### src/rtl/boot_loader_uart_pkg.sv
// Shared types and constants for the UART boot loader front end.
// Optional even-parity framing is enabled with BOOT_LOADER_PARITY_EN.
package boot_loader_uart_pkg;

    typedef enum logic [2:0] {
        ST_IDLE   = 3'd0,
        ST_START  = 3'd1,
        ST_DATA   = 3'd2,
        ST_PARITY = 3'd3,
        ST_STOP   = 3'd4,
        ST_WRITE  = 3'd5
    } rx_state_e;

    localparam int   UART_DATA_BITS  = 8;
    localparam logic UART_IDLE_LEVEL = 1'b1;

    // Each received byte is {address nibble, data nibble}.
    localparam int DATA_NIB_LSB = 0;
    localparam int ADDR_NIB_LSB = 4;

    function automatic logic even_parity_err(input logic [UART_DATA_BITS-1:0] d,
                                             input logic                      p);
        return (^d) ^ p;
    endfunction

endpackage

### src/rtl/boot_loader_uart_if.sv
// CPU boot-loader write port; the loader is the master, the CPU the slave.
// No optional features here (BOOT_LOADER_PARITY_EN does not affect this file).
interface boot_loader_uart_if #(
    parameter int ADDR_W = 4,
    parameter int DATA_W = 4
);
    logic              bl_programm;
    logic [ADDR_W-1:0] bl_address;
    logic [DATA_W-1:0] bl_data;
    logic              bl_write_en_mem;

    modport master (output bl_programm, output bl_address, output bl_data, output bl_write_en_mem);
    modport slave  (input  bl_programm, input  bl_address, input  bl_data, input  bl_write_en_mem);
endinterface

### src/rtl/boot_loader_uart_rx.sv
// UART receive engine: synchronizer, bit timing, shift register and framing FSM.
// With BOOT_LOADER_PARITY_EN an even-parity bit is expected before the stop bit.
module uart_rx_bit
    import boot_loader_uart_pkg::*;
#(
    parameter int CLKS_PER_BIT = 16
) (
    input  logic                      clk_i,
    input  logic                      reset_i,
    input  logic                      en_i,
    input  logic                      rx_i,
    output logic                      byte_valid_o,
    output logic                      frame_err_o,
    output logic [UART_DATA_BITS-1:0] byte_o
);

    localparam int                CNT_W    = $clog2(CLKS_PER_BIT);
    localparam logic [CNT_W-1:0]  CNT_FULL = CNT_W'(CLKS_PER_BIT - 1);
    localparam logic [CNT_W-1:0]  CNT_HALF = CNT_W'(CLKS_PER_BIT / 2 - 1);
    localparam int                BIT_W    = $clog2(UART_DATA_BITS);
    localparam logic [BIT_W-1:0]  BIT_LAST = BIT_W'(UART_DATA_BITS - 1);

    rx_state_e                 state_q, state_d;
    logic [1:0]                sync_q, sync_d;
    logic [CNT_W-1:0]          cnt_q, cnt_d;
    logic [BIT_W-1:0]          bit_q, bit_d;
    logic [UART_DATA_BITS-1:0] shift_q, shift_d;
    logic                      rx_s;
    logic                      stop_ok;
    logic                      cnt_full, cnt_half;

    assign sync_d   = {sync_q[0], rx_i};
    assign rx_s     = sync_q[1];
    assign cnt_full = (cnt_q == CNT_FULL);
    assign cnt_half = (cnt_q == CNT_HALF);
    assign byte_o   = shift_q;

`ifdef BOOT_LOADER_PARITY_EN
    logic par_err_q, par_err_d;

    always_ff @(posedge clk_i) begin
        if (reset_i) par_err_q <= 1'b0;
        else         par_err_q <= par_err_d;
    end

    // A bad parity bit still lets the stop bit be consumed, but blocks the write.
    assign stop_ok = rx_s & ~par_err_q;
`else
    assign stop_ok = rx_s;
`endif

    always_ff @(posedge clk_i) begin
        if (reset_i) begin
            state_q <= ST_IDLE;
            sync_q  <= {2{UART_IDLE_LEVEL}};
            cnt_q   <= '0;
            bit_q   <= '0;
            shift_q <= '0;
        end else begin
            state_q <= state_d;
            sync_q  <= sync_d;
            cnt_q   <= cnt_d;
            bit_q   <= bit_d;
            shift_q <= shift_d;
        end
    end

    always_comb begin
        state_d = state_q;
        if (!en_i) begin
            state_d = ST_IDLE;
        end else begin
            case (state_q)
                ST_IDLE:   if (rx_s != UART_IDLE_LEVEL) state_d = ST_START;
                ST_START:  if (cnt_half) state_d = rx_s ? ST_IDLE : ST_DATA;
`ifdef BOOT_LOADER_PARITY_EN
                ST_DATA:   if (cnt_full && bit_q == BIT_LAST) state_d = ST_PARITY;
                ST_PARITY: if (cnt_full) state_d = ST_STOP;
`else
                ST_DATA:   if (cnt_full && bit_q == BIT_LAST) state_d = ST_STOP;
`endif
                ST_STOP:   if (cnt_full) state_d = stop_ok ? ST_WRITE : ST_IDLE;
                ST_WRITE:  state_d = ST_IDLE;
                default:   state_d = ST_IDLE;
            endcase
        end
    end

    always_comb begin
        cnt_d        = cnt_q + 1'b1;
        bit_d        = bit_q;
        shift_d      = shift_q;
        byte_valid_o = 1'b0;
        frame_err_o  = 1'b0;
`ifdef BOOT_LOADER_PARITY_EN
        par_err_d    = par_err_q;
`endif
        case (state_q)
            ST_IDLE: begin
                cnt_d = '0;
                bit_d = '0;
            end
            ST_START: if (cnt_half) cnt_d = '0;
            ST_DATA: if (cnt_full) begin
                cnt_d   = '0;
                bit_d   = bit_q + 1'b1;
                shift_d = {rx_s, shift_q[UART_DATA_BITS-1:1]};
            end
`ifdef BOOT_LOADER_PARITY_EN
            ST_PARITY: if (cnt_full) begin
                cnt_d     = '0;
                par_err_d = even_parity_err(shift_q, rx_s);
            end
`endif
            ST_STOP: if (cnt_full) begin
                cnt_d        = '0;
                byte_valid_o = stop_ok;
                frame_err_o  = ~stop_ok;
            end
            default: cnt_d = '0;
        endcase
        // Leaving programming mode aborts silently.
        if (!en_i) begin
            byte_valid_o = 1'b0;
            frame_err_o  = 1'b0;
        end
    end

endmodule

### src/rtl/boot_loader_uart.sv
// Boot loader top: session control, memory write strobe and write counter.
// Build with BOOT_LOADER_PARITY_EN for 8E1 framing; default is 8N1.
module boot_loader_uart
    import boot_loader_uart_pkg::*;
#(
    parameter int CLKS_PER_BIT         = 16,
    parameter int REGISTER_WIDTH       = 4,
    parameter int MEMORY_ADDRESS_WIDTH = 4,
    parameter int MEMORY_REGISTERS     = 16
) (
    input  logic                          clk_i,
    input  logic                          reset_i,
    input  logic                          prog_mode_i,
    input  logic                          rx_i,
    boot_loader_uart_if.master            bl,
    output logic                          frame_error_o,
    output logic [MEMORY_ADDRESS_WIDTH:0] write_count_o
);

    localparam logic [MEMORY_ADDRESS_WIDTH:0] COUNT_MAX =
        (MEMORY_ADDRESS_WIDTH + 1)'(MEMORY_REGISTERS);

    logic                            prog_q, prog_d;
    logic                            we_q, we_d;
    logic [MEMORY_ADDRESS_WIDTH-1:0] addr_q, addr_d;
    logic [REGISTER_WIDTH-1:0]       data_q, data_d;
    logic                            ferr_q, ferr_d;
    logic [MEMORY_ADDRESS_WIDTH:0]   count_q, count_d;
    logic                            session_start;
    logic                            byte_valid, frame_err;
    logic [UART_DATA_BITS-1:0]       rx_byte;

    uart_rx_bit #(.CLKS_PER_BIT(CLKS_PER_BIT)) u_rx (
        .clk_i        (clk_i),
        .reset_i      (reset_i),
        .en_i         (prog_q),
        .rx_i         (rx_i),
        .byte_valid_o (byte_valid),
        .frame_err_o  (frame_err),
        .byte_o       (rx_byte)
    );

    always_ff @(posedge clk_i) begin
        if (reset_i) begin
            prog_q  <= 1'b0;
            we_q    <= 1'b0;
            addr_q  <= '0;
            data_q  <= '0;
            ferr_q  <= 1'b0;
            count_q <= '0;
        end else begin
            prog_q  <= prog_d;
            we_q    <= we_d;
            addr_q  <= addr_d;
            data_q  <= data_d;
            ferr_q  <= ferr_d;
            count_q <= count_d;
        end
    end

    always_comb begin
        prog_d        = prog_mode_i;
        session_start = prog_mode_i & ~prog_q;
        // Gating with the pin keeps the strobe inside the registered program window.
        we_d          = byte_valid & prog_mode_i;
        addr_d        = we_d ? rx_byte[ADDR_NIB_LSB +: MEMORY_ADDRESS_WIDTH] : addr_q;
        data_d        = we_d ? rx_byte[DATA_NIB_LSB +: REGISTER_WIDTH] : data_q;
        ferr_d        = session_start ? 1'b0 : (ferr_q | frame_err);
        count_d       = count_q;
        if (session_start)
            count_d = '0;
        else if (we_d && count_q != COUNT_MAX)
            count_d = count_q + 1'b1;
    end

    assign bl.bl_programm     = prog_q;
    assign bl.bl_address      = addr_q;
    assign bl.bl_data         = data_q;
    assign bl.bl_write_en_mem = we_q;
    assign frame_error_o      = ferr_q;
    assign write_count_o      = count_q;

endmodule

### src/flat_wrapper.sv
// flat-port wrapper written by rule: the top's interface ports become plain ports
module boot_loader_uart_flat import boot_loader_uart_pkg::*;
#(
    parameter int CLKS_PER_BIT         = 16,
    parameter int REGISTER_WIDTH       = 4,
    parameter int MEMORY_ADDRESS_WIDTH = 4,
    parameter int MEMORY_REGISTERS     = 16
)
  (clk_i, reset_i, prog_mode_i, rx_i, frame_error_o, write_count_o, bl_bl_programm, bl_bl_address, bl_bl_data, bl_bl_write_en_mem);
  boot_loader_uart_if #(.ADDR_W(4), .DATA_W(4)) bl_i ();
  input  logic clk_i;
  input  logic reset_i;
  input  logic prog_mode_i;
  input  logic rx_i;
  output logic frame_error_o;
  output logic [MEMORY_ADDRESS_WIDTH:0] write_count_o;
  output wire logic [$bits(bl_i.bl_programm)-1:0] bl_bl_programm;
  output wire logic [$bits(bl_i.bl_address)-1:0] bl_bl_address;
  output wire logic [$bits(bl_i.bl_data)-1:0] bl_bl_data;
  output wire logic [$bits(bl_i.bl_write_en_mem)-1:0] bl_bl_write_en_mem;
  assign bl_bl_programm = bl_i.bl_programm;
  assign bl_bl_address = bl_i.bl_address;
  assign bl_bl_data = bl_i.bl_data;
  assign bl_bl_write_en_mem = bl_i.bl_write_en_mem;
  boot_loader_uart #(.CLKS_PER_BIT(CLKS_PER_BIT), .REGISTER_WIDTH(REGISTER_WIDTH), .MEMORY_ADDRESS_WIDTH(MEMORY_ADDRESS_WIDTH), .MEMORY_REGISTERS(MEMORY_REGISTERS)) u_core (.clk_i(clk_i), .reset_i(reset_i), .prog_mode_i(prog_mode_i), .rx_i(rx_i), .bl(bl_i), .frame_error_o(frame_error_o), .write_count_o(write_count_o));
endmodule
### config.mk
export PLATFORM = sky130hd
export DESIGN_NAME = boot_loader_uart_flat
export DESIGN_NICKNAME = d
export VERILOG_FILES = /design/src/rtl/boot_loader_uart_pkg.sv /design/src/rtl/boot_loader_uart_if.sv /design/src/rtl/boot_loader_uart_rx.sv /design/src/rtl/boot_loader_uart.sv /design/src/flat_wrapper.sv
export SDC_FILE = /design/constraint.sdc
export NUM_CORES = 1
export LEC_CHECK = 0
export CAP_MARGIN = 0
export CORE_MARGIN = 3
export CORE_UTILIZATION = 50
export CTS_CLUSTER_SIZE = 25
export DETAILED_ROUTE_END_ITERATION = 7
export PLACE_DENSITY = 0.8
export SKIP_LAST_GASP = 1
export SYNTH_ARGS = -nofsm -noshare
export SYNTH_HDL_FRONTEND = slang
export SYNTH_SLANG_ARGS = --single-unit
### constraint.sdc
create_clock -name clk_i -period 2.24 [get_ports clk_i]
set_clock_uncertainty 0.05 [all_clocks]
set_input_delay 0.448 -clock clk_i [delete_from_list [all_inputs] [get_ports clk_i]]
set_output_delay 0.448 -clock clk_i [all_outputs]
set_load 0.05 [all_outputs]
==> metrics, run 1 <==
final hold viol count 0; Antenna Diode Count 0; # Post-CTS Setup Buffers 0; total power 1140 uW; FF+latch area 721 um^2; Adder-Cell Fraction of Synth Area 3.94%; Syn-to-layout area delta 18.8%; die width 62.3 um; PortBufs 19; crit-path max FO 5; total CTS buffers 5; critical path buffer and inverter count 1; CP Launch Type flop; number of synthesized register bits 36; mux contribution to synthesized area 7.65%; largest area contributor in the netlist dfxtp_1; Die Ht 62.3 um; die area 3890 um^2; ys async rst share 0%; Layout Nets 202; Avg Inst Size Synth 9.17 um^2; Worst slew margin 65.8%; Max Cap Violations 0; final non-filler cell total 236; DR WL/cell 12.9 um; gr ovfl total 0; Post-Syn Nets 182; XOR/XNOR Fraction of Synth Area 3.31%; H-tree depth 2; worst vdd ir 399 uV; Tcrit/Tclk final 94.5%; Yosys warning count 0; RSZ-0062 raised after global routing no; synthesized area 1590 um^2; critical path class flop to output port; family with the most delay on the worst path buffers and inverters; final setup fails 0; gpl congestion 0.844; Post-CTS Hold Buffers 0; vias per cell 5.30; drt first-iter violations 67; core area 2880 um^2; insertion delay to the later sink of the worst-skew pair 0.35 ns; post-synth cell types 41; ranking of synthesized cells by area dfxtp_1 45%, mux2i_1 6.9%, nor2_1 5.7%; largest family of logic cells by synthesized area simple AND/OR/NAND/NOR gates; number of I/O pins 20; Hold Crit Class flop to flop; clk root buf clkbuf_4; CP max stage cell clkdlybuf4s50_1; DRC 0; clock sink count 36; dpl cells 228; total vias in the final route 1251; HPWL Detailed 2.20 mm; GR Util All Layers 17.0%; share of layout cells above drive strength 1 10.3%; CTS tree built; CTS max path bufs 2; count of final max-slew check failures 0; status finished clean; largest net degree at the start of global routing 21; Seq/Total Area, Yosys 45.4%; vias in the first global route 1126; top-area cell type share of the netlist area 45.4%; area occupied by multi-input gates 786 um^2; initial core utilization 55.2%; final WL 3.05 mm; Post-synth EDFFs 0; initial antenna violation count 0; CP cell instances clkdlybuf4s50_1; compound-cell area share of the yosys netlist 8.20%; leak pwr 0.000697 uW; DRT antenna net count 0; Crit path arrival time 1.62 ns; number of gates resized after CTS 0; critical path data required time 1.74 ns; first-pass GRT wire length 5.21 mm; Clock Pin Slew Worst Setup and Hold Paths 0.12 ns; Crit. End Element output port; slowest cell delay on critical path 0.84 ns; drt pass-1 iters 5; Slew @ Worst Pin 0.511 ns; cell count after synthesis 173; Rows 19; setup TNS 0 ns; fill count 239; Post-synth top flop dfxtp_1; min cycle time layout 2.12 ns; simple logic cell fraction of the synthesized area 26.4%; fmax 0.472 GHz; Power Density 604 nW/um^2
## metrics by stage
stage	util, %	hold slack [ns]	cell area [um^2]	setup WS (ns)
6_report	65.6	0.373	1890	0.123
3_3_place_gp	62.8	0.349	1810	0.224
5_1_grt	65.6	0.402	1890	0.0604
3_5_place_dp	62.8	0.347	1810	0.194
2_1_floorplan	-	0.339	1590	0.440
4_1_cts	65.6	0.373	1890	0.101
## cells by family after synthesis
group / after synthesis
buf+inv: 16
flops: 36
xor+xnor: 6
mux: 12
fa+ha+maj: 5
simple gates: 77
compound gates: 21
## synthesized netlist by cell type (3+ instances only)
library cell	number
nand3_1	11
nand2_1	17
nor2_1	24
clkbuf_1	7
dfxtp_1	36
xnor2_1	4
a21oi_1	11
and3_1	5
ha_1	5
nand3b_1	3
inv_1	5
mux2i_1	11
## worst paths after layout
check | from | to | slack (ns) | cells past startpoint
min | u_core.u_rx.sync_q[0] | u_core.u_rx.sync_q[1] | 0.37 | 1
max reg2reg | u_core.u_rx.state_q[2] | u_core.write_count_o[1] | 0.32 | 4
min reg2reg | u_core.u_rx.sync_q[0] | u_core.u_rx.sync_q[1] | 0.37 | 1
max | u_core.write_count_o[0] | write_count_o[0] | 0.12 | 1
## metal layers
layer | up-vias | global-route usage [%] | wire length, um
met2 | 34 | 25.9 | 1390
met3 | 9 | 6.49 | 163
li1 | 633 | - | -
met4 | 0 | 8.26 | 76
met5 | - | 0 | 0
met1 | 575 | 21.0 | 1420
## final cells by class
class                      instances  share of cell area, %
clock buffer                       5                   1.99
clock inverter                     3                   2.26
inverter                           5                  0.995
multi-input combinational        121                   41.7
sequential                        36                   38.2
tap                               42                   2.79
timing repair buffer              24                   12.1
## report_power, final
| part | leakage [uW] | switching, uW | total [uW] | internal (uW) |
|---|---|---|---|---|
| Combinational | 0.000365 | 20.7 | 33.1 | 12.4 |
| Sequential | 0.000291 | 2.92 | 646 | 643 |
| Clock | 0.0000412 | 228 | 460 | 233 |
| Total | 0.000697 | 252 | 1140 | 888 |
## flip-flops by register name, summed over array words and instances (netlist names)
signal                     flops
u_core.bl.bl_data              4
u_core.u_rx.bit_q              3
u_core.write_count_o           5
u_core.u_rx.byte_o             8
u_core.bl.bl_write_en_mem      1
u_core.u_rx.state_q            3
u_core.frame_error_o           1
u_core.bl.bl_address           4
u_core.u_rx.cnt_q              4
u_core.u_rx.sync_q             2
u_core.bl.bl_programm          1
## cell usage in the layout (no fill, tap or decap), drive strengths merged, types with 3 or more instances in the layout
cell type / n
clkbuf: 5
a21oi: 11
nor2: 24
xnor2: 4
clkdlybuf4s50: 19
nor4: 3
nand3: 11
inv: 5
mux2i: 11
nand2: 17
nor3: 3
and3: 5
nand3b: 3
dfxtp: 36
buf: 5
ha: 5
No activity file was read; power rests on OpenSTA's default activity.
==> run 2, diff against run 1 <==
Settings changed: CORE_MARGIN 3 to default.
==> run 2 against run 1 <==
  * Global-route usage is 1.5 points higher
  * Sequential power hardly changed
  * Clock power is 27% lower
  * Combinational power is 2% lower
  * Setup slack better by 0.0061 ns
  * Utilization is 4.3 points lower
  * Die area is 12% lower
  * Routed wire length is 6.4% lower
  * Maximum frequency is 0.29% higher
  * Largest cell class unchanged
  * Largest power group unchanged
  * Highest routed layer unchanged
==> metrics, run 2 (synthesis gave the netlist of run 1 again) <==
status finished clean; RR Endpoint u_core.bl.bl_address[0]; Critical path origin u_core.write_count_o[2]; Cell Int Power 781 uW; CP max stage cell clkdlybuf4s50_1; sw frac 23.0%; CTS tree built; Clock Pin Slew Worst Setup and Hold Paths 0.12 ns; Reg-to-Reg Start u_core.u_rx.state_q[2]; total CTS buffers 5; Crit. End Element output port; initial core utilization 52.4%; DRT antenna net count 0; Crit path arrival time 1.61 ns; Max Cap Violations 0; die area 3400 um^2; DR WL/cell 12.1 um; vias in the first global route 1088; RSZ-0062 raised after global routing no; Antenna Diode Count 0; setup TNS 0 ns; first-pass GRT wire length 4.69 mm; area occupied by multi-input gates 786 um^2; Worst slew margin 65.4%; gpl congestion 0.809; Slew @ Worst Pin 0.517 ns; Rows 20; family with the most delay on the worst path buffers and inverters; HPWL Detailed 2.05 mm; Hold Crit Class flop to flop; commonest non-fill, non-tap cell in the layout dfxtp_1; hold path endpoint u_core.u_rx.sync_q[1]; vias per cell 5.20; gr ovfl total 0; clk root buf clkbuf_4; GR Util All Layers 18.5%; CTS max path bufs 2; drt first-iter violations 43; total vias in the final route 1232; clock sink count 36; Psw 233 uW; final WL 2.86 mm; # Post-CTS Setup Buffers 0; fmax 0.474 GHz; number of gates resized after CTS 0; largest net degree at the start of global routing 21; final hold viol count 0; DRC 0; Hold Startpoint u_core.u_rx.sync_q[0]; drt pass-1 iters 4; worst vdd ir 459 uV; Power Density 547 nW/um^2; total power 1010 uW; slowest cell delay on critical path 0.84 ns; combinational share of power 3.2%; min cycle time layout 2.11 ns; share of layout cells above drive strength 1 8.81%; Final Instance Area 1850 um^2; max reg flops 8; final setup fails 0; fill count 267; critical path class flop to output port; commonest non-fill, non-tap cells in the layout 36 x dfxtp_1, 24 x nor2_1, 19 x clkdlybuf4s50_1, 17 x nand2_1; crit-path max FO 6; count of final max-slew check failures 0; critical path data required time 1.74 ns; FF-to-FF path depth 5; final non-filler cell total 237; clock share of power 33.2%; insertion delay to the later sink of the worst-skew pair 0.33 ns; PortBufs 19; Seq pwr share 63.7%; Cell Area, Placed 1800 um^2; Layout Nets 201; Hold Path Cell Cnt 1; number of I/O pins 20; H-tree depth 2; dpl cells 229; Core Util, Final 61.2%; leak pwr 0.000680 uW; flop-to-flop setup slack 0.32 ns; Die Ht 58.3 um; Post-CTS Hold Buffers 0; die width 58.3 um; core area 3030 um^2; CP cell instances clkdlybuf4s50_1; FF+latch area 721 um^2; CP Launch Type flop; Tcrit/Tclk final 94.2%; initial antenna violation count 0; Syn-to-layout area delta 16.9%; critical path buffer and inverter count 1
[run 2: cell types whose count changed in the layout (fill, tap and decap cells not counted), sizes merged]
cell      delta
buf          -1
bufinv       -1
clkbuf       +2
clkinvlp     -1
[run 2: cell type report]
class	count	share of cell area, %
well taps	44	2.97
inverters	5	1.01
multi-input cells	121	42.4
repair buffers	23	11.9
clock buffers	7	2.43
flip-flops and latches	36	38.9
clock inverters	1	0.472
[run 2: layer usage]
metal	part of all wire, %	routed length, um	global-route usage, %	vias to the layer above
met3	4.4	125	5.05	7
li1	-	-	-	630
met2	49	1400	29.7	28
met1	45	1280	22.8	567
met5	0	0	0	-
met4	1.8	51	9.52	0
[run 2: worst max-delay path by stage]
stage                                   end  slack (ns)  cells past startpoint
finish                     write_count_o[2]        0.13                      1
global route               write_count_o[2]        0.06                      1
CTS                        write_count_o[0]        0.12                      1
detailed placement     u_core.bl.bl_data[1]        0.18                      6
global placement       u_core.bl.bl_data[0]        0.23                      6
floorplan           u_core.bl.bl_address[0]        0.44                      5
[run 2: power groups by stage]
stage	clock [uW]	sequential [uW]	combinational, uW
detailed placement	0	660	32.3
floorplan	0	663	16.1
global placement	0	660	32.0
finish	336	645	32.3
global route	375	646	35.3
CTS	348	645	32.5
[run 2: per-stage QoR]
stage / setup WS, ns / hold WS, ns
2_1_floorplan: 0.440 / 0.339
3_3_place_gp: 0.227 / 0.342
3_5_place_dp: 0.177 / 0.352
4_1_cts: 0.117 / 0.378
5_1_grt: 0.0610 / 0.396
6_report: 0.129 / 0.372
==> variant 1 (settings of run 1) <==
Re-encode `rx_state_e` (6 states) as Gray code, 3 bits wide.
--- a/src/rtl/boot_loader_uart_pkg.sv
+++ b/src/rtl/boot_loader_uart_pkg.sv
@@ -4,10 +4,10 @@
 
     typedef enum logic [2:0] {
-        ST_IDLE   = 3'd0,
-        ST_START  = 3'd1,
-        ST_DATA   = 3'd2,
-        ST_PARITY = 3'd3,
-        ST_STOP   = 3'd4,
-        ST_WRITE  = 3'd5
+        ST_IDLE   = 3'b000,
+        ST_START  = 3'b001,
+        ST_DATA   = 3'b011,
+        ST_PARITY = 3'b010,
+        ST_STOP   = 3'b110,
+        ST_WRITE  = 3'b111
     } rx_state_e;
 
Function: same outputs for any inputs over 10 cycles, from zero or initial values and one cycle with reset_i high; not proved beyond that.
==> variant 1 against run 1 <==
  * Power decreased by 1.4%
  * Synthesized area shrank 5.2%
  * Sequential power is essentially flat
  * Global-route usage up 0.58 points
  * Routed wire length shrank 7.1%
  * Sequential cell count unchanged
  * First-iteration DRC count decreased by 25%
  * Fmax rose by 0.78%
  * Worst setup slack better by 16 ps
  * Critical path depth unchanged
  * Final area decreased by 6.8%
==> variant 1: results (changes against run 1) <==
[status]
outcome = complete, no violations

[placement]
place_area_mm2 = 0.001682  ; -6.9%
dp_hpwl_um = 1994  ; -9.2%
place_congestion = 0.7804  ; -7.6%
place_ws_ps = 226.0  ; +31.88 ps

[cells_and_area]
stdcell_count = 213  ; -9.7%
areaGrowthSynthToFinish_pct = 16.89
drive_above_1_share_pct = 8.791  ; -1.5 points

[power]
ir_drop_mv = 0.5315  ; +33%

[synth]
synth_cells = 162  ; -6.4%
synth_nets = 171  ; -6.0%
yosys-top-cells-count = 36 x dfxtp_1, 23 x nand2_1, 15 x a21oi_1, 15 x nor2_1, 9 x mux2i_1
synth_cell_type_count = 37  ; -9.8%
netlist_top_cells_area = dfxtp_1 48%, mux2i_1 6.0%, nand2_1 5.7%

[critical_path]
max_stage_delay_ps = 840  ; about the same
r2r-end = u_core.write_count_o[4]
arrival_ps = 1600  ; -20 ps
crit_fanout = 6  ; +1
reg2regPathDepth = 5  ; +1

[routing]
firstDrtPassIters = 4  ; -1
drt_wl_total_um = 2837  ; -7.1%
drtIter0Drc = 50  ; -25%

[sta]
hold_ws_ps = 374.9  ; +2.220 ps
worst_slew_pin_slew_ps = 502.2  ; -9.143 ps

[global_route]
grt_usage_pct = 17.56  ; +0.58 points
grt_pass1_vias = 1167  ; +3.6%
grt_pass1_wl_um = 4802  ; -7.8%

[cts]
cts_max_path_buffers = 2  ; unchanged

## variant 1: changes by cell type after synthesis, moves of 3 or more
| cell | delta |
|---|---|
| nand2_1 | +6 |
| a21oi_1 | +4 |
| nor2_1 | -9 |
| xnor2_1 | -3 |
| and3_1 | -4 |
| nand3_1 | -4 |
| clkbuf_1 | -5 |
## variant 1: kinds of logic (layout without fill, tap and decap cells)
kind of cell    Yosys count  in the layout  synth area share, %
fa+ha+maj                 5              5                4.160
compound gates           23             23                8.736
flops                    36             36                47.92
simple gates             71             71                24.88
buf+inv                  13             33                5.407
mux                       9              9                5.990
xor+xnor                  5              5                2.912
## variant 1: routing by layer
layer	vias up	wire, um	track usage (%)
li1	586	-	-
met1	556	1289	20.23
met2	27	1364	29.01
met3	10	113	4.468
met4	0	70	10.84
met5	-	0	0
## variant 1: how the worst max path moves through the flow
stage | startpoint | endpoint | slack (ps) | cells after the start
after detailed placement | prog_mode_i | u_core.write_count_o[2] | 230 | 5
after CTS | u_core.bl.bl_programm | bl_bl_programm | 120 | 1
after global placement | prog_mode_i | u_core.write_count_o[2] | 300 | 5
after global routing | u_core.write_count_o[2] | write_count_o[2] | 50 | 1
after floorplan | u_core.write_count_o[0] | u_core.write_count_o[1] | 330 | 6
final | u_core.write_count_o[2] | write_count_o[2] | 140 | 1
## variant 1: final cells by class
type | count | share of cell area (%)
Multi-Input combinational cell | 113 | 39.93
Clock inverter | 2 | 1.993
Timing Repair Buffer | 21 | 11.67
Sequential cell | 36 | 41.00
Clock buffer | 6 | 2.349
Tap cell | 31 | 2.206
Inverter | 4 | 0.8541
## variant 1: where the power goes
part | total, mW | switching, mW | internal, mW
sequential | 0.647 | 0.00396 | 0.643
clock | 0.449 | 0.215 | 0.234
combinational | 0.0283 | 0.0166 | 0.0117
## variant 1: worst reg2reg max path, stage by stage (launching register included)
cell and delay [ps]:
dfxtp_1 380, ha_1 250, and4_1 450, nand4_4 160, or3_1 370, a21oi_1 140
==> variant 2 (config.mk and constraints of run 1) <==
Without the edit above. `ADDR_NIB_LSB`: 4 -> 3.
--- a/src/rtl/boot_loader_uart_pkg.sv
+++ b/src/rtl/boot_loader_uart_pkg.sv
@@ -17,5 +17,5 @@
     // Each received byte is {address nibble, data nibble}.
     localparam int DATA_NIB_LSB = 0;
-    localparam int ADDR_NIB_LSB = 4;
+    localparam int ADDR_NIB_LSB = 3;
 
     function automatic logic even_parity_err(input logic [UART_DATA_BITS-1:0] d,
Formal check against the unedited RTL: no difference found for any inputs over 10 cycles, from zero or initial values and one cycle with reset_i high; that may be too few to reach the edited logic, so the function may still have changed.
==> variant 2 against run 1 <==
  * Die area rose by 2.6%
  * Worst hold slack improved by 0.71 ps
  * Synthesized area rose by 2.9%
  * Power fell by 6.7%
  * Largest power group unchanged
  * Final area rose by 2.3%
  * Worst setup slack improved by 13 ps
  * Critical endpoint is now write_count_o[3]
  * Routed wire length rose by 13%
  * Sequential cell count fell by 1
  * Global-route usage rose by 2.1 points
  * Highest routed layer unchanged
==> variant 2: results (changes against run 1) <==
[status]
outcome = complete, no violations

[global_route]
grt_util_met1_pct = 22.64  ; +1.7 points
met2_usage_pct = 30.83  ; +4.9 points
grt_usage_pct = 19.05  ; +2.1 points
grt_pass1_vias = 1306  ; +16%
grt_pass1_wl_um = 5989  ; +15%
met3_usage_pct = 6.061  ; -0.43 points

[cells_and_area]
drive_above_1_share_pct = 11.22  ; +0.92 points
fill_cells = 267  ; +12%
nets = 204  ; +0.99%

[synth]
ys_seq_area_share_pct = 42.91  ; -2.5 points
yosys-top-cells-count = 35 x dfxtp_1, 15 x nand2_1, 14 x nand3_1
synth_nets = 184  ; +1.1%
synth_cell_type_count = 43  ; +4.9%
netlist_top_cells_area = dfxtp_1 43%, mux2i_1 7.4%, nand3_1 4.3%

[sta]
maxSlewHeadroom_pct = 57.49  ; -8.3 points
finalSetupTns_ps = 0  ; unchanged

[cts]
cts_max_path_buffers = 2  ; unchanged
cts-buffers-inserted = 5  ; unchanged
path_clk_slew_ps = 100  ; -20 ps

[placement]
place_congestion = 0.7919  ; -6.2%
place_ws_ps = 288.4  ; +94.29 ps
dp_hpwl_um = 2475  ; +13%
portBuffers = 19  ; unchanged

[routing]
routed_via_density = 5.746  ; +8.4%
firstDrtPassIters = 4  ; -1
wire_per_inst_um = 14.38  ; +11%
drtIter0Drc = 133  ; +99%

[power]
p_leak_nw = 0.6286  ; -9.8%
ir_drop_mv = 0.3878  ; -2.8%

[critical_path]
cp_top_family = buffers and inverters
crit_fanout = 5  ; unchanged

-- variant 2: logic make-up (layout without fill, tap and decap cells) --
group	Yosys count	count (layout)	share of synthesized area (%)
fa+ha+maj	5	5	3.831
mux	12	12	7.357
simple gates	68	68	26.21
flops	35	35	42.91
compound gates	35	35	13.33
xor+xnor	2	2	1.073
buf+inv	18	39	5.287
-- variant 2: metrics by stage --
stage / power, mW / instance area, um^2 / instances
6_report: 1.063 / 1928 / 240
3_3_place_gp: 0.6869 / 1859 / 232
4_1_cts: 1.074 / 1928 / 240
2_1_floorplan: 0.6696 / 1633 / 175
3_5_place_dp: 0.6884 / 1859 / 232
5_1_grt: 1.111 / 1928 / 240
-- variant 2: path summary, 6_finish.rpt --
path / startpoint / endpoint / slack (ps) / cells after the start
worst min register to register: u_core.u_rx.sync_q[0] / u_core.u_rx.sync_q[1] / 370 / 1
worst max-delay path: u_core.write_count_o[3] / write_count_o[3] / 140 / 1
worst min-delay path: u_core.u_rx.sync_q[0] / u_core.u_rx.sync_q[1] / 370 / 1
worst max register to register: u_core.u_rx.cnt_q[0] / u_core.u_rx.bit_q[0] / 400 / 5
-- variant 2: cell type report --
class,instances,area [um^2],area share (%)
Clock buffer,8,68.82,3.569
Inverter,6,22.52,1.168
Multi-Input combinational cell,122,845.8,43.87
Sequential cell,35,700.7,36.34
Tap cell,44,55.05,2.855
Timing Repair Buffer,25,235.2,12.20
-- variant 2: where the power goes --
group,leakage [nW],switching (mW),internal (mW)
Sequential,0.283,0.00297,0.625
Combinational,0.307,0.0303,0.0166
Clock,0.0386,0.203,0.185
Total,0.629,0.237,0.826
-- variant 2: routing by layer --
metal | vias to the layer above | part of all wire (%)
li1 | 676 | -
met1 | 662 | 45
met2 | 33 | 48
met3 | 8 | 5.2
met4 | 0 | 2.2
met5 | - | 0
